==> config.mk <==
export PLATFORM = sky130hd
export DESIGN_NAME = frame_sequencer
export DESIGN_NICKNAME = d
export VERILOG_FILES = /design/src/rtl/frame_sequencer.sv
export SDC_FILE = /design/constraint.sdc
export NUM_CORES = 1
export LEC_CHECK = 0
export BUFFER_PORTS_ARGS = -buffer_cell sky130_fd_sc_hd__buf_2
export CAP_MARGIN = 5
export CORE_AREA = 10 10 609 611
export DETAILED_ROUTE_END_ITERATION = 8
export DIE_AREA = 0 0 619 621
export PLACE_DENSITY = 0.3
export RECOVER_POWER = 25
export SYNTH_ARGS = -nofsm -noshare
export SYNTH_HDL_FRONTEND = slang
export SYNTH_SLANG_ARGS = --single-unit
==> constraint.sdc <==
create_clock -name clk -period 3 [get_ports clk]
set_input_delay 0.15 -clock clk [delete_from_list [all_inputs] [get_ports clk]]
set_output_delay 0.15 -clock clk [all_outputs]
set_load 0.01 [all_outputs]
==> src/rtl/frame_sequencer.sv <==
// frame_sequencer: steps through NUM_FRAMES frame buffers (loop/ping-pong/one-shot/manual) with a dwell timer.
// Define FRAME_SEQ_WRAP_PULSE_EN to enable the out_wrap sequence-event pulse; otherwise out_wrap is tied low.
module frame_sequencer #(
  parameter int NUM_FRAMES  = 2,
  parameter int DATA_WIDTH  = 512,
  parameter int ADDR_WIDTH  = 6,
  parameter int TIMER_WIDTH = 24
) (
  input  logic                             clk,
  input  logic                             rst,
  input  logic [1:0]                       in_mode,
  input  logic [TIMER_WIDTH-1:0]           in_dwell,
  input  logic                             in_pause,
  input  logic [2:0]                       in_frame_sel,
  input  logic                             in_rd,
  input  logic [ADDR_WIDTH-1:0]            in_ADDR,
  input  logic [NUM_FRAMES*DATA_WIDTH-1:0] in_frames_data,
  input  logic [NUM_FRAMES-1:0]            in_charged,
  output logic [NUM_FRAMES-1:0]            out_rd,
  output logic [ADDR_WIDTH-1:0]            out_ADDR,
  output logic [DATA_WIDTH-1:0]            out_data,
  output logic [2:0]                       out_frame_idx,
  output logic                             out_reg_RST,
  output logic                             out_busy,
  output logic                             out_wrap
);
  typedef enum logic [1:0] {SWITCHING, LOADING, SHOWING} state_t;
  localparam logic [2:0] LAST = 3'(NUM_FRAMES - 1);
  state_t state_q, state_d;
  logic [2:0] idx_q, idx_d, step_idx;
  logic dir_q, dir_d, step_dir, down, expire, oneshot_done;
  logic [TIMER_WIDTH-1:0] timer_q, timer_d, dwell_eff;
  logic [TIMER_WIDTH:0] timer_inc;
  logic [NUM_FRAMES-1:0] idx_oh;
  assign idx_oh        = NUM_FRAMES'(1) << idx_q;
  assign out_rd        = (in_rd && state_q == SHOWING) ? idx_oh : '0;
  assign out_ADDR      = in_ADDR;
  assign out_data      = in_frames_data[int'(idx_q)*DATA_WIDTH +: DATA_WIDTH];
  assign out_frame_idx = idx_q;
  assign out_reg_RST   = state_q == SWITCHING;
  assign out_busy      = state_q != SHOWING;
  // dir=1 means stepping down; an index at the top end always steps down
  always_comb begin
    down     = (dir_q && idx_q != 3'd0) || idx_q == LAST;
    step_idx = in_mode == 2'b00 ? (idx_q == LAST ? 3'd0 : idx_q + 3'd1) :
               in_mode == 2'b01 ? (down ? idx_q - 3'd1 : idx_q + 3'd1) : idx_q + 3'd1;
    step_dir = in_mode == 2'b01 && (step_idx == 3'd0 ? 1'b0 : step_idx == LAST ? 1'b1 : down);
  end
  always_comb begin
    state_d      = state_q;
    idx_d        = idx_q;
    timer_d      = timer_q;
    dir_d        = in_mode == 2'b01 ? dir_q : 1'b0;
    dwell_eff    = in_dwell == '0 ? TIMER_WIDTH'(1) : in_dwell;
    timer_inc    = {1'b0, timer_q} + (TIMER_WIDTH+1)'(1);
    expire       = timer_inc >= {1'b0, dwell_eff};
    oneshot_done = in_mode == 2'b10 && idx_q == LAST;
    case (state_q)
      SWITCHING: begin
        state_d = LOADING;
        timer_d = '0;
      end
      LOADING: state_d = |(in_charged & idx_oh) ? SHOWING : LOADING;
      SHOWING: begin
        if (in_mode == 2'b11) begin
          if (in_frame_sel <= LAST && in_frame_sel != idx_q) begin
            state_d = SWITCHING;
            idx_d   = in_frame_sel;
          end
        end else if (!in_pause && !oneshot_done) begin
          timer_d = timer_inc[TIMER_WIDTH-1:0];
          if (expire) begin
            state_d = SWITCHING;
            idx_d   = step_idx;
            dir_d   = step_dir;
          end
        end
      end
      default: state_d = SWITCHING;
    endcase
  end
  always_ff @(posedge clk or negedge rst) begin
    if (!rst) begin
      state_q <= SWITCHING;
      idx_q   <= '0;
      dir_q   <= 1'b0;
      timer_q <= '0;
    end else begin
      state_q <= state_d;
      idx_q   <= idx_d;
      dir_q   <= dir_d;
      timer_q <= timer_d;
    end
  end
`ifdef FRAME_SEQ_WRAP_PULSE_EN
  logic wrap_q, wrap_d, step_wrap;
  assign step_wrap = in_mode == 2'b01 ? (step_idx == 3'd0 || step_idx == LAST) :
                     in_mode == 2'b00 ? step_idx == 3'd0 : step_idx == LAST;
  assign wrap_d    = state_q == SHOWING && state_d == SWITCHING && in_mode != 2'b11 && step_wrap;
  always_ff @(posedge clk or negedge rst) begin
    if (!rst) wrap_q <= 1'b0;
    else wrap_q <= wrap_d;
  end
  assign out_wrap = wrap_q;
`else
  assign out_wrap = 1'b0;
`endif
endmodule
==> key figures <==
Status
  • Status: complete, but fails checks
  • Violated checks: max-capacitance violations, max-slew violations, negative setup slack

Floorplanning
  • Row count: 220
  • Die X: 619 µm
  • Initial Utilization: 0.0216
  • I/O pin cnt: 1591
  • Chip height: 621 µm
  • Die Area: 384000 µm²
  • Core area: about 360000 µm²

CTS
  • Clock transition at path regs: roughly 0.06 ns
  • Worst-skew pair later-pin latency: 0.30 ns
  • CTS tree: done
  • Clk root buf: clkbuf_16
  • Clk sinks: 30
  • Htree depth: 2
  • CTS Buffer Depth: 2
  • Cts bufs inserted: 5

Detailed routing
  • Post-Route WL: slightly above 300 mm
  • Drt via density: 2.50
  • Drt first-iter violations: 1380
  • Post-DRT Antenna Nets: 0
  • Routed WL per cell: 41.4 µm
  • 1st-pass router iterations: 7
  • Detailed-route via count: 18700
  • DRC Markers: 0

Timing
  • RSZ-0062 raised after global routing: yes
  • Worst-margin pin slew: 2.01 ns
  • Final worst path period share: 1.07
  • Slew HR: -0.341
  • Hold slack: 0.178 ns
  • Min Tclk post-route: roughly 3.2 ns
  • Final worst setup slack: -0.213 ns
  • Clock Skews: 0.0120 ns
  • Slew Limit Fails: 31
  • Final count of hold timing violations: 0
  • Achievable Freq: 311 MHz
  • Setup violations, final: about 160

Synth
  • Post-synth EDFFs: 0
  • Cell area after synthesis: 7730 µm²
  • Synth top area cells: a22o_1, dfrtp_1, ha_1
  • Register bit total from synthesis: 30
  • Sequential fraction of the synthesis area: 0.0971
  • Ys Warns: 0
  • Synth async-reset ratio: 1.00
  • Yosys cell types: 53
  • Post-Syn Area per Cell: 8.05 µm²
  • Synth area leader: a22o_1
  • Top-area cell type share of the netlist area: 0.593
  • Post-Syn Nets: 2054
  • Top_reg_cell synth: dfrtp_1
  • Synthesized instance count: 960

Power and ir drop
  • Maximum vdd drop: 143 µV
  • Leakage: 0.0112 µW
  • Pwr dens: 81.2 nW/µm²
  • Total power: 2040 µW

Global routing
  • Vias in the first global route: ~17000
  • Global-route wire length before repair: 350 mm
  • Antenna violations before repair: 336
  • Total gr overflow: 0
  • GR Util All Layers: 0.153
  • Largest net degree at the start of global routing: about 80

Setup path
  • Arrival time at the worst endpoint: between 3 and 4 ns
  • R2R Setup Slk: -0.21 ns
  • Worst EP required: 3.22 ns
  • CP Max Fanout: 6
  • CP startpoint kind: flip-flop
  • Crit Path Category: flip-flop to flip-flop
  • Crit. End Element: flip-flop

Place
  • Placed wire-length estimate: 297 mm
  • Post-Place Cells: 7295
  • Port buffer count: 1577
  • Gp weighted congestion: between 0.9 and 1

Cells and area
  • Fillers: 42300
  • Most frequent cells in the layout: buf_2, a22o_1, buf_12, buf_4, dfrtp_1
  • Share of cells above drive strength 1: 0.684
  • Finished Layout Cells: 7475
  • Final #Nets: 3636
  • Commonest non-fill, non-tap cell in the layout: buf_2
  • Area delta synth->final: 225%

Job
  • Maxcap violations: 1

Min path
  • Hold crit path type: primary input to flip-flop
## power by group
group	leakage, µW	internal (µW)	total [µW]	switching (µW)
clock network	0.0000842	376	576	200
logic	0.0108	545	1050	502
registers	0.000393	411	417	5.64
total	0.0112	1330	2040	708
## registers in the layout (all words and copies together), names as in the netlist
register	flops
timer_q	24
state_q	2
out_frame_idx	3
dir_q	1
## cells by family after synthesis
group / Yosys count / share of synthesized area
compound gates: 606 / 0.665
flops: 30 / 0.0971
buf+inv: 161 / 0.0852
fa+ha+maj: 29 / 0.0469
mux: 2 / 0.00259
simple gates: 107 / 0.0758
other cells: 1 / 0.000485
xor+xnor: 24 / 0.0272
## worst max-delay path: stages, from the launching register on
cell,delay [ns]
dfrtp_1,0.37
buf_6,0.10
nand4_1,0.20
nor4_4,0.29
and3_4,0.27
nand3_4,0.09
xnor2_2,0.15
ha_1,0.31
nand3_2,0.11
nor4_4,0.33
a221oi_2,0.12
o2111ai_2,0.12
a31oi_4,0.10
buf_6,0.16
a2111oi_4,0.21
mux2i_1,0.21
## cell usage after synthesis (all sizes together), types with 2 or more instances
cell and instances:
nand2b 4, inv 29, nor2b 4, xor2 11
xnor2 13, o221ai 2, o21ai 30, nand4 9
a22o 523, o211ai 2, ha 29, a221oi 2
nand3 12, a21o 9, a21oi 15, o31ai 8
nor2 19, nor3 3, nor4 10, and2 2
o2111ai 2, clkbuf 83, and3 8, o21bai 2
a31oi 4, buf 49, mux2i 2, dfrtp 30
nand2 29
## per-layer routing
layer	part of all wire	vias up	routed length, µm	GRT usage
li1	-	7355	-	-
met1	0.33	8935	104000	0.152
met2	0.50	1698	155000	0.277
met3	0.13	576	41100	0.0865
met4	0.031	140	9600	0.0286
met5	0.0030	-	938	0
## worst paths after layout
kind | from | to | depth (start not counted)
max in group asynchronous | rst | timer_q[4] | 2
max | timer_q[1] | dir_q | 15
max reg2reg | timer_q[1] | dir_q | 15
min in group asynchronous | rst | dir_q | 2
min | in_frame_sel[0] | out_frame_idx[0] | 3
min reg2reg | state_q[0] | state_q[0] | 1
## stage by stage
stage	cell area [µm²]	setup TNS, ns	util	setup slack, ns
after floorplan	7790	-0.176	-	-0.0813
after global placement	24400	-1.22	0.0682	-0.306
after detailed placement	24400	-1.42	0.0682	-0.344
after CTS	24700	-1.08	0.0689	-0.248
after global routing	24900	-64.60	0.0695	-0.459
final	25100	-9.29	0.0701	-0.213
## cell type report
type	count	area (µm²)	area share
well taps	4773	5970	0.238
diodes	159	398	0.0158
flip-flops and latches	30	751	0.0299
repair buffers	1707	11200	0.447
inverters	29	109	0.00434
multi-input cells	769	6480	0.258
clock buffers	8	166	0.00663
## what timing repair did
item / in CTS / in global routing
pin swaps: 5 / 9
setup endpoints to repair: 5 / 6
gates resized for setup: 13 / 9
hold endpoints to repair: 23 / 0
hold buffers: 1 / 0
buffers inserted: 5 / 7
Note: power is estimated with default switching activity, not from simulation.
